--- config.mk ---
export PLATFORM = sky130hd
export DESIGN_NAME = tablero_generador_flat
export DESIGN_NICKNAME = d
export VERILOG_FILES = /design/src/rtl/tablero_if.sv /design/src/rtl/tablero_generador.sv /design/src/flat_wrapper.sv
export SDC_FILE = /design/constraint.sdc
export NUM_CORES = 1
export LEC_CHECK = 0
export CAP_MARGIN = 20
export CORE_ASPECT_RATIO = 2
export CORE_MARGIN = 2
export CORE_UTILIZATION = 35
export DETAILED_ROUTE_END_ITERATION = 7
export PLACE_DENSITY = 0.49
export SETUP_SLACK_MARGIN = 0.2
export SYNTH_ARGS = -nofsm -noshare
export SYNTH_HDL_FRONTEND = slang
export SYNTH_SLANG_ARGS = --single-unit
--- constraint.sdc ---
create_clock -name clk -period 20 [get_ports clk]
set_input_delay 4 -clock clk [delete_from_list [all_inputs] [get_ports clk]]
set_output_delay 4 -clock clk [all_outputs]
set_load 0.05 [all_outputs]
--- src/rtl/tablero_if.sv ---
// Board generator bus: request, read address, status and read data.
// master = control FSM / display side, slave = tablero_generador.
interface tablero_if #(
   parameter int FILAS    = 8,
   parameter int COLUMNAS = 8
);
   localparam int N  = FILAS * COLUMNAS;
   localparam int FW = $clog2(FILAS);
   localparam int CW = $clog2(COLUMNAS);
   localparam int BW = $clog2(N + 1);

   logic          enable_matriz;
   logic [FW-1:0] leer_fila;
   logic [CW-1:0] leer_col;
   logic          tablero_generado;
   logic          ocupado;
   logic          bomba_leida;
   logic [3:0]    vecinos_leidos;
   logic [BW-1:0] bombas_colocadas;

   modport master (
      output enable_matriz, leer_fila, leer_col,
      input  tablero_generado, ocupado,
      input  bomba_leida, vecinos_leidos,
      input  bombas_colocadas
   );

   modport slave (
      input  enable_matriz, leer_fila, leer_col,
      output tablero_generado, ocupado,
      output bomba_leida, vecinos_leidos,
      output bombas_colocadas
   );
endinterface

--- src/rtl/tablero_generador.sv ---
// Minesweeper board generator: LFSR bomb placement, neighbour counts,
// registered cell read port. Ports: clk, rst (sync, high), bus (slave).
module tablero_generador #(
   parameter int          FILAS      = 8,
   parameter int          COLUMNAS   = 8,
   parameter int          NUM_BOMBAS = 10,
   parameter logic [15:0] SEMILLA    = 16'hACE1
) (
   input logic      clk,
   input logic      rst,
   tablero_if.slave bus
);
   localparam int N  = FILAS * COLUMNAS;
   localparam int AW = $clog2(N);
   localparam int CW = $clog2(COLUMNAS);
   localparam int BW = $clog2(N + 1);
   localparam logic [15:0] SEED =
      (SEMILLA == 16'h0) ? 16'h0001 : SEMILLA;

   typedef enum logic [2:0] {
      IDLE, LIMPIAR, COLOCAR, CONTAR, LISTO
   } estado_t;

   estado_t       estado, sig;
   logic [15:0]   lfsr;
   logic          fb;
   logic          en_q;
   logic          inicio;
   logic [N-1:0]  bomba;
   logic [3:0]    cuenta [N];
   logic [AW-1:0] celda;
   logic [BW-1:0] colocadas;
   logic [BW-1:0] cnt_sig;
   logic [AW-1:0] cand;
   logic          libre;
   logic [AW-1:0] dir;
   logic [3:0]    suma;
   int            r, c;

   assign fb      = lfsr[15] ^ lfsr[13]
                  ^ lfsr[12] ^ lfsr[10];
   assign inicio  = bus.enable_matriz & ~en_q;
   assign cand    = lfsr[AW-1:0];
   assign libre   = ~bomba[cand];
   assign cnt_sig = colocadas + BW'(1);
   assign dir     = {bus.leer_fila, bus.leer_col};

   assign bus.tablero_generado = (estado == LISTO);
   assign bus.ocupado          = (estado == LIMPIAR) ||
                                 (estado == COLOCAR) ||
                                 (estado == CONTAR);
   assign bus.bombas_colocadas = colocadas;

   // Neighbour sum of the cell under celda; off-board cells skipped.
   always_comb begin
      suma = '0;
      r    = 0;
      c    = 0;
      for (int dr = -1; dr <= 1; dr++) begin
         for (int dc = -1; dc <= 1; dc++) begin
            r = int'(celda[AW-1:CW]) + dr;
            c = int'(celda[CW-1:0]) + dc;
            if (!(dr == 0 && dc == 0) &&
                r >= 0 && r < FILAS &&
                c >= 0 && c < COLUMNAS)
               suma = suma +
                  4'(bomba[AW'(r * COLUMNAS + c)]);
         end
      end
   end

   always_comb begin
      sig = estado;
      unique case (estado)
         IDLE:    if (inicio) sig = LIMPIAR;
         LIMPIAR: sig = COLOCAR;
         COLOCAR:
            if (libre && cnt_sig == BW'(NUM_BOMBAS))
               sig = CONTAR;
         CONTAR:
            if (celda == AW'(N - 1)) sig = LISTO;
         LISTO:   if (inicio) sig = LIMPIAR;
         default: sig = IDLE;
      endcase
   end

   always_ff @(posedge clk) begin
      if (rst) begin
         estado             <= IDLE;
         lfsr               <= SEED;
         en_q               <= 1'b0;
         bomba              <= '0;
         colocadas          <= '0;
         celda              <= '0;
         bus.bomba_leida    <= 1'b0;
         bus.vecinos_leidos <= '0;
         for (int i = 0; i < N; i++)
            cuenta[i] <= '0;
      end else begin
         estado <= sig;
         lfsr   <= {lfsr[14:0], fb};
         en_q   <= bus.enable_matriz;
         case (estado)
            LIMPIAR: begin
               bomba     <= '0;
               colocadas <= '0;
               celda     <= '0;
               for (int i = 0; i < N; i++)
                  cuenta[i] <= '0;
            end
            COLOCAR: begin
               if (libre) begin
                  bomba[cand] <= 1'b1;
                  colocadas   <= cnt_sig;
               end
            end
            CONTAR: begin
               cuenta[celda] <= suma;
               celda         <= celda + AW'(1);
            end
            default: ;
         endcase
         // Keyed on next state so reads are zero in any non-LISTO cycle.
         if (sig == LISTO) begin
            bus.bomba_leida    <= bomba[dir];
            bus.vecinos_leidos <= cuenta[dir];
         end else begin
            bus.bomba_leida    <= 1'b0;
            bus.vecinos_leidos <= '0;
         end
      end
   end
endmodule

--- src/flat_wrapper.sv ---
// flat-port wrapper written by rule: the top's interface ports become plain ports
module tablero_generador_flat 
#(
   parameter int          FILAS      = 8,
   parameter int          COLUMNAS   = 8,
   parameter int          NUM_BOMBAS = 10,
   parameter logic [15:0] SEMILLA    = 16'hACE1
)
  (clk, rst, bus_enable_matriz, bus_leer_fila, bus_leer_col, bus_tablero_generado, bus_ocupado, bus_bomba_leida, bus_vecinos_leidos, bus_bombas_colocadas);
  tablero_if #(.FILAS(FILAS), .COLUMNAS(COLUMNAS)) bus_i ();
  input logic clk;
  input logic rst;
  input wire logic [$bits(bus_i.enable_matriz)-1:0] bus_enable_matriz;
  input wire logic [$bits(bus_i.leer_fila)-1:0] bus_leer_fila;
  input wire logic [$bits(bus_i.leer_col)-1:0] bus_leer_col;
  output wire logic [$bits(bus_i.tablero_generado)-1:0] bus_tablero_generado;
  output wire logic [$bits(bus_i.ocupado)-1:0] bus_ocupado;
  output wire logic [$bits(bus_i.bomba_leida)-1:0] bus_bomba_leida;
  output wire logic [$bits(bus_i.vecinos_leidos)-1:0] bus_vecinos_leidos;
  output wire logic [$bits(bus_i.bombas_colocadas)-1:0] bus_bombas_colocadas;
  assign bus_i.enable_matriz = bus_enable_matriz;
  assign bus_i.leer_fila = bus_leer_fila;
  assign bus_i.leer_col = bus_leer_col;
  assign bus_tablero_generado = bus_i.tablero_generado;
  assign bus_ocupado = bus_i.ocupado;
  assign bus_bomba_leida = bus_i.bomba_leida;
  assign bus_vecinos_leidos = bus_i.vecinos_leidos;
  assign bus_bombas_colocadas = bus_i.bombas_colocadas;
  tablero_generador #(.FILAS(FILAS), .COLUMNAS(COLUMNAS), .NUM_BOMBAS(NUM_BOMBAS), .SEMILLA(SEMILLA)) u_core (.clk(clk), .rst(rst), .bus(bus_i));
endmodule
* After elaboration in Yosys (flattened, before gate mapping) *
Memory sizes are Yosys's and may differ from the RTL's. A register that Yosys moved wholly into a read port is not among the register bits.
Index checks and enable logic that the tools add are counted.

storage, ports and cells
  memories = 1
  RAM bits = 256
  register bits after elaboration = 98

memories
  name           depth  width  read ports  clocked after Yosys merged registers in  write ports  RTL line                 source
  u_core.cuenta  64     4      1           1                                        64           tablero_generador.sv:30  logic [3:0] cuenta [N];

operators by class
  mux-type cells = 122
  $add $sub $neg = 21
  equal/unequal tests = 8
  reductions and logical operators = 30
  bitwise gates (word level) = 72
  $lt $le $gt $ge = 23

operators by type and width
  operator                                                                count
  4-bit 2-to-1 mux                                                        72
  64-bit case mux with 2 select lines                                     1
  6-bit by 8-bit < comparator with 1-bit output, second input constant    8
  64-bit 2-to-1 mux                                                       1
  1-bit bitwise OR                                                        64
  64-bit bitwise OR                                                       1
  1-bit binary-select mux with 6-bit select                               10
  32-bit by 1-bit >= comparator with 1-bit output, second input constant  1
  32-bit by 5-bit < comparator with 1-bit output, second input constant   1
  1-bit 2-to-1 mux                                                        29
  4-bit by 1-bit adder with 4-bit output                                  7
  1-bit logical AND                                                       21
  6-bit by 5-bit adder with 6-bit output                                  3
  6-bit adder                                                             3
  6-bit by 7-bit < comparator with 1-bit output, second input constant    2
  7-bit case mux with 2 select lines                                      1
  6-bit by 4-bit adder with 6-bit output                                  2
  3-bit case mux with 4 select lines                                      1
  6-bit case mux with 2 select lines                                      1
  4-bit by 1-bit adder with 5-bit output, second input constant           2
  5-bit by 1-bit >= comparator with 1-bit output, second input constant   2
  5-bit < comparator, second input constant                               2
  3-bit 2-to-1 mux                                                        3
  3-bit by 1-bit adder with 4-bit output, second input constant           2
  other kinds (25)                                                        36

* Logic depth before layout (Yosys ltp) *
Gate-level depths: netlist (run 1).

  word-level depth = 21
  depth in mapped cells = 38
  depth with buffers taken out = 34

* Least setup slack after synthesis (run 1) *
No wires, ideal clock.

  path type = flip-flop to flip-flop
  start = register u_core.celda[0]
  end = memory u_core.cuenta[0][2], data pin
  cell stages (with the launch flop) = 38
  data required time = 19.735 ns
  arrival = 7.545 ns
  setup slack = 12.190 ns
  buffers on the path = 6
  period minus slack after synthesis = 7.810 ns
  setup time = 0.265 ns
  cells stage by stage = dfxtp_1 -> buf_6 -> buf_2 -> clkbuf_1 -> inv_1 -> ha_1 -> clkbuf_1 -> buf_1 -> mux4_2 -> mux2i_1 -> mux4_2 -> nor3b_1 -> ha_1 -> inv_1 -> nor2_1 -> ha_1 -> nand2_1 -> a21oi_1 -> [... 2 more ...] -> ha_1 -> ha_1 -> nor2_1 -> a31o_2 -> inv_1 -> ha_1 -> nand2_1 -> o21ai_0 -> ha_1 -> nand2_1 -> o21ai_0 -> ha_1 -> nand2_1 -> xnor2_1 -> nand2_1 -> xnor2_1 -> clkbuf_1 -> nor2_1

RTL lines
  what                    RTL line                  source
  from (decl)             tablero_generador.sv:31   logic [AW-1:0] celda;
  from (signal assigned)  tablero_generador.sv:119  celda <= celda + AW'(1);
  to (decl)               tablero_generador.sv:30

==> impl_metrics.sql, run 1 <==
INSERT INTO impl_metrics (metric_group, metric, value, unit) VALUES
('synth', 'netlist_area', '18700', 'µm²'),
('timing', 'final_critical_path_setup_slack', '10940', 'ps'),
('synth', 'synth_simple_gate_area_share', '15.5', '%'),
('run_status', 'outcome', 'complete, but fails checks', ''),
('floorplan', 'core', '52700', 'µm²'),
('critical_path', 'critical_path_peak_fanout', '45', ''),
('clock_network', 'clk_latency', '560', 'ps'),
('timing', 'max_transition_viols_final', '0', ''),
('critical_path', 'critical_path.n_buffers_inverters', '4', ''),
('timing', 'tightestPinTransition', '1170', 'ps'),
('clock_network', 'cts_hold_buffers_added', '0', ''),
('routing', 'wire_per_inst', '25.6', 'µm'),
('flow_run', 'drv.max_cap_violation_count', '0', ''),
('synth', 'ys.warnings.count', '0', ''),
('global_route', 'grt_remaining_overflow', '0', ''),
('clock_network', 'tritoncts.num_buffers', '36', ''),
('timing', 'grt_setup_unrepaired', 'no', ''),
('global_route', 'grt_pass1_wl', '84.6', 'mm'),
('clock_network', 'cts_tree', 'built', ''),
('power', 'power', '1650', 'µW'),
('power', 'p_leak', '0.00681', 'µW'),
('critical_path', 'critical_path.most_common_cell', 'sky130_fd_sc_hd__ha_1', ''),
('layout', 'final_layout_size_suffix_gt1_share', '21.9', '%'),
('layout', 'layout.nets', '1592', ''),
('timing', 'sum_of_negative_setup_slack', '0', 'ps'),
('global_route', 'grt_antenna_before_repair', '0', ''),
('synth', 'synth_xor_xnor_area_share', '1.21', '%'),
('clock_network', 'clk_path_buf_depth', '3', ''),
('synth', 'async_reset_ff_share', '0', '%'),
('floorplan', 'initial_utilization', '35.5', '%'),
('layout', 'final_util', '39.4', '%'),
('critical_path', 'path_delay_family', 'adder cells', ''),
('floorplan', 'die_h', '331', 'µm'),
('synth', 'mappedNetlistNets', '1604', ''),
('synth', 'synthAdderAreaFrac', '2.06', '%'),
('placement', 'place_hpwl', '41.1', 'mm'),
('synth', 'synth_edf_count', '256', ''),
('hold_path', 'min_path_type', 'reg -> reg', ''),
('routing', 'detail_route.drc_violations', '1', ''),
('critical_path', 'timing.critical_path.to_type', 'register', ''),
('floorplan', 'top_level_i_o_count', '23', ''),
('synth', 'synth.mux.area_fraction', '21.1', '%'),
('critical_path', 'worst-endpoint-arrival', '9350', 'ps'),
('timing', 'final_period_minus_worst_setup_slack', '9060', 'ps'),
('timing', 'timing.max_slew.rel_slack', '21.8', '%'),
('layout', 'layout.cells.most_common', 'sky130_fd_sc_hd__nor2_1', ''),
('clock_network', 'root_buffer', 'sky130_fd_sc_hd__clkbuf_16', ''),
('synth', 'number_of_register_bits_inferred_by_synthesis', '358', ''),
('critical_path', 'worst_path_max_delay_cell', 'sky130_fd_sc_hd__dfxtp_2', ''),
('floorplan', 'cell_rows', '119', ''),
('layout', 'flow.area_growth_from_synthesis', '11.1', '%'),
('timing', 'hold-worst-slack', '413', 'ps'),
('synth', 'synth_cell_types', '62', ''),
('synth', 'yosys_most_used_dff', 'sky130_fd_sc_hd__edfxtp_1', ''),
('routing', 'drt.antenna.violating_nets', '0', ''),
('global_route', 'largest_net_degree_at_the_start_of_global_routing', '69', ''),
('placement', 'gp_congestion', '0.890', ''),
('synth', 'seq_total_area_yosys', '52.1', '%'),
('clock_network', 'post_cts_resized', '0', ''),
('placement', 'preCtsSetupSlack', '10960', 'ps'),
('critical_path', 'required_time_at_the_endpoint_of_the_critical_path', '20290', 'ps'),
('run_status', 'violations', 'design-rule violations', ''),
('critical_path', 'worst_path_largest_cell_delay', '810', 'ps'),
('synth', 'synth_top_family_by_area', 'multiplexers', ''),
('timing', 'max_freq', '0.110', 'GHz'),
('synth', 'synth-compound-area-share', '5.07', '%'),
('power', 'power.density', '79.5', 'nW/µm²'),
('synth', 'syn-instance-count', '1566', ''),
('global_route', 'via_count_of_the_first_global_routing_pass', '13120', ''),
('synth', 'avgSynthCellArea', '11.9', 'µm²'),
('clock_network', 'cts_post_setup_buffers_inserted', '0', '');
==> sequential cells by signal (all words and copies together), names as in the netlist <==
register,flops
u_core.cuenta,256
u_core.estado,3
u_core.bomba,64
u_core.bus.bombas_colocadas,7
u_core.bus.bomba_leida,1
u_core.bus.vecinos_leidos,4
u_core.en_q,1
u_core.lfsr,16
u_core.celda,6
==> power by group <==
| group | internal [µW] | switching (µW) |
|---|---|---|
| Clock | 377 | 306 |
| Combinational | 49.3 | 76.4 |
| Sequential | 827 | 14.5 |
==> cell families (layout without fill, tap and decap cells) <==
logic type,Yosys count,after routing
other,1,1
AND/OR/NAND/NOR,657,657
flip-flops,358,358
adder cells (fa/ha/maj),29,29
AO/OA/AOI/OAI,159,159
buffers and inverters,124,140
multiplexers,216,216
XOR/XNOR,22,22
==> layer usage <==
metal | global-route usage [%] | wire length (µm) | vias up | share of wire, %
met4 | 13.0 | 3970 | 0 | 6.9
met2 | 41.8 | 32800 | 360 | 57
met3 | 2.28 | 2010 | 148 | 3.5
met5 | 0 | 0 | - | 0
met1 | 20.1 | 18800 | 6490 | 33
li1 | - | - | 5717 | -
==> path summary, 6_finish.rpt <==
path                                     start                            endpoint  depth (start not counted)
hold reg to reg     u_core.lfsr[14]$_SDFF_PP0_          u_core.lfsr[15]$_SDFF_PP1_                          1
setup reg to reg  u_core.celda[0]$_SDFFE_PP0P_  u_core.cuenta[62][3]$_SDFFCE_PN0P_                         33
setup / recovery  u_core.celda[0]$_SDFFE_PP0P_  u_core.cuenta[62][3]$_SDFFCE_PN0P_                         33
hold / removal      u_core.lfsr[14]$_SDFF_PP0_          u_core.lfsr[15]$_SDFF_PP1_                          1
==> synthesized netlist by cell type (all sizes together), types with 8 or more instances <==
cell,count,area share (%)
mux2i,55,2.9
mux2,20,1.2
a21oi,87,2.3
nand2b,10,0.33
o221ai,9,0.42
or2,10,0.33
nor2,366,8.1
ha,26,1.7
dfxtp,102,11
buf,37,1.2
o21ai,18,0.48
nand3,10,0.32
xnor2,16,0.89
clkbuf,70,1.4
o22ai,10,0.33
edfxtp,256,41
nor3,30,0.88
nor4,8,0.40
inv,16,0.32
nor2b,15,0.50
nand2,179,3.6
mux4,141,17
and3,8,0.27
==> per-stage QoR <==
stage / cells / cell area (µm²)
floorplan: 1566 / 18700
global placement: 2178 / 19600
detailed placement: 2180 / 19600
CTS: 2246 / 20800
global route: 2247 / 20800
finish: 2247 / 20800
==> layout make-up <==
| type | instances | area share [%] |
|---|---|---|
| Sequential cell | 358 | 46.9 |
| Timing Repair Buffer | 57 | 2.30 |
| Multi-Input combinational cell | 1084 | 41.0 |
| Tap cell | 665 | 4.01 |
| Clock buffer | 47 | 4.54 |
| Inverter | 17 | 0.307 |
| Clock inverter | 19 | 1.03 |
(Power assumes the default switching activity.)
==> run 2, diff against run 1 <==
- PLACE_DENSITY: 0.49 -> 0.5
- clock period: 20 -> 7.8 ns (I/O delays scaled with it)
==> run 2 against run 1 <==
Net effect:
- the run still ends with design-rule violations left
- final area is 1.6% higher
- die area is the same
- combinational power grew to 2.6 times the previous value
- clock-buffer cell count fell by 7
- register-to-register slack worse by 10000 ps
- global-route usage up 0.30 points
- sequential power grew to 2.6 times the previous value
- critical path depth unchanged
==> impl_metrics.sql, run 2 (synthesis gave the netlist of run 1 again) <==
INSERT INTO impl_metrics (metric_group, metric, value, unit) VALUES
('critical_path', 'timing.critical_path.to_type', 'register', ''),
('routing', 'via_per_inst', '5.66', ''),
('floorplan', 'die-area', '55400', 'µm²'),
('clock_network', 'cts_hold_buffers_added', '0', ''),
('routing', 'detail_route.drc_violations', '2', ''),
('floorplan', 'core', '52700', 'µm²'),
('placement', 'gp_congestion', '0.927', ''),
('global_route', 'grt_antenna_before_repair', '0', ''),
('layout', 'diodes', '0', ''),
('clock_network', 'clk_path_buf_depth', '3', ''),
('clock_network', 'number_of_h_tree_levels', '2', ''),
('clock_network', 'cts_tree', 'built', ''),
('layout', 'most-common-layout-cells', '306 x sky130_fd_sc_hd__nor2_1, 256 x sky130_fd_sc_hd__edfxtp_1, 179 x sky130_fd_sc_hd__nand2_1', ''),
('floorplan', 'initial_utilization', '35.5', '%'),
('timing', 'sum_of_negative_setup_slack', '0', 'ps'),
('layout', 'largest_register_ffs', '256', ''),
('timing', 'max_freq', '0.138', 'GHz'),
('global_route', 'via_count_of_the_first_global_routing_pass', '13483', ''),
('power', 'power.switching_fraction', '23.3', '%'),
('placement', 'numPortBuffers', '22', ''),
('placement', 'place_hpwl', '41.9', 'mm'),
('hold_path', 'worst_hold_startpoint', 'u_core.lfsr[6]$_SDFF_PP1_', ''),
('clock_network', 'clock_sink_count', '358', ''),
('floorplan', 'top_level_i_o_count', '23', ''),
('power', 'power.combinational.fraction', '7.8', '%'),
('global_route', 'grt_remaining_overflow', '0', ''),
('critical_path', 'critical_path_source', 'u_core.celda[0]$_SDFFE_PP0P_', ''),
('layout', 'flow.area_growth_from_synthesis', '12.9', '%'),
('timing', 'grt_setup_unrepaired', 'no', ''),
('critical_path', 'worst_path_largest_cell_delay', '530', 'ps'),
('power', 'power.density', '201', 'nW/µm²'),
('layout', 'largest-register', 'u_core.cuenta', ''),
('routing', 'drt_iter0_drc', '831', ''),
('hold_path', 'min_path_type', 'reg -> reg', ''),
('layout', 'layout.cells.most_common', 'sky130_fd_sc_hd__nor2_1', ''),
('floorplan', 'fp.dieW', '167', 'µm'),
('run_status', 'violations', 'design-rule violations', ''),
('global_route', 'grt_pass1_wl', '86.1', 'mm'),
('power', 'net-switching-power', '988', 'µW'),
('timing', 'report.final.hold_viol_count', '0', ''),
('critical_path', 'worst_path_max_delay_cell', 'sky130_fd_sc_hd__mux4_2', ''),
('timing', 'tightestPinTransition', '1180', 'ps'),
('clock_network', 'tritoncts.num_buffers', '34', ''),
('layout', 'final_layout_size_suffix_gt1_share', '23.1', '%'),
('layout', 'largest_registers', 'u_core.cuenta x256, u_core.bomba x64, u_core.lfsr x16', ''),
('layout', 'final_util', '40.0', '%'),
('power', 'pint', '3260', 'µW'),
('flow_run', 'drv.max_cap_violation_count', '0', ''),
('timing', 'final_min_period_over_clock_period', '92.6', '%'),
('timing', 'timing.max_slew.rel_slack', '20.6', '%'),
('critical_path', 'critical_path_peak_fanout', '16', ''),
('power', 'clockPowerShare', '41.5', '%'),
('clock_network', 'root_buffer', 'sky130_fd_sc_hd__clkbuf_16', ''),
('critical_path', 'worst-endpoint-arrival', '7510', 'ps'),
('timing', 'setup-violations-final', '0', ''),
('layout', 'layout.nets', '1608', ''),
('routing', 'drt.antenna.violating_nets', '0', ''),
('power', 'p_leak', '0.00698', 'µW'),
('routing', 'totalWireLength', '58.5', 'mm'),
('power', 'sequentialPowerShare', '50.7', '%'),
('routing', 'first_pass_iters', '7', ''),
('routing', 'wire_per_inst', '25.9', 'µm'),
('clock_network', 'clkTransAtPathRegs', '70', 'ps'),
('critical_path', 'required_time_at_the_endpoint_of_the_critical_path', '8080', 'ps'),
('global_route', 'grt_usage', '21.2', '%'),
('timing', 'finClkSkew', '19.8', 'ps'),
('global_route', 'largest_net_degree_at_the_start_of_global_routing', '69', ''),
('floorplan', 'cell_rows', '119', ''),
('critical_path', 'worst_setup_path_category', 'reg -> reg', ''),
('critical_path', 'timing.critical_path.from_type', 'register', ''),
('critical_path', 'critical_path.most_common_cell', 'sky130_fd_sc_hd__ha_1', ''),
('clock_network', 'clk_latency', '550', 'ps'),
('run_status', 'outcome', 'complete, but fails checks', ''),
('timing', 'final_period_minus_worst_setup_slack', '7220', 'ps'),
('critical_path', 'reg2reg_setup_slack', '580', 'ps'),
('routing', 'num_vias', '12781', ''),
('power', 'power.ir.vdd_worst', '163', 'µV'),
('timing', 'max_transition_viols_final', '0', ''),
('critical_path', 'crit-reg2reg-launch', 'u_core.celda[0]$_SDFFE_PP0P_', ''),
('floorplan', 'die_h', '331', 'µm');
-- run 2: metrics by stage --
stage	power, µW	cells	cell area, µm²	setup WS (ps)	hold slack, ps
after global placement	2530	2187	19700	608	394
final	4250	2260	21100	575	413
after floorplan	2410	1566	18700	306	389
after global routing	4370	2260	21100	167	429
after CTS	4290	2249	20900	352	417
after detailed placement	2530	2188	19700	421	398
-- run 2: routing by layer --
layer | wire (µm) | part of all wire (%) | track usage [%]
met1 | 18100 | 31 | 19.5
met2 | 34000 | 58 | 43.0
met3 | 1980 | 3.4 | 2.25
met4 | 4440 | 7.6 | 14.3
met5 | 0 | 0 | 0
-- run 2: worst paths after layout --
path              cells past startpoint                           endpoint
setup / recovery                     33  u_core.cuenta[1][3]$_SDFFCE_PN0P_
hold / removal                        1          u_core.lfsr[7]$_SDFF_PP1_
setup reg to reg                     33  u_core.cuenta[1][3]$_SDFFCE_PN0P_
hold reg to reg                       1          u_core.lfsr[7]$_SDFF_PP1_
-- run 2: power by group through the flow --
stage               Clock (µW)  Combinational (µW)  Sequential, µW
finish                    1760                 332            2150
global route              1860                 352            2160
CTS                       1800                 337            2150
detailed placement           0                 336            2200
global placement             0                 333            2190
floorplan                    0                 231            2180
-- run 2: final cells by class --
type | count | area [µm²]
clock inverter | 21 | 250
multi-input combinational | 1084 | 8550
sequential | 358 | 9730
clock buffer | 40 | 913
inverter | 17 | 63.8
timing repair buffer | 75 | 767
tap | 665 | 832
fill | 5116 | 31600
-- run 2: what timing repair did --
item,in CTS,in global routing
hold endpoints to repair,0,0
gates resized for setup,0,21
buffers inserted,0,7
setup endpoints to repair,0,176
-- run 2: critical path: cells and delay by family (launching register included) --
kind | cells | cell delay [ps]
compound gates | 1 | 210
simple gates | 10 | 1030
xor+xnor | 4 | 740
buf+inv | 4 | 540
fa+ha+maj | 10 | 2750
mux | 4 | 1290
flops | 1 | 360
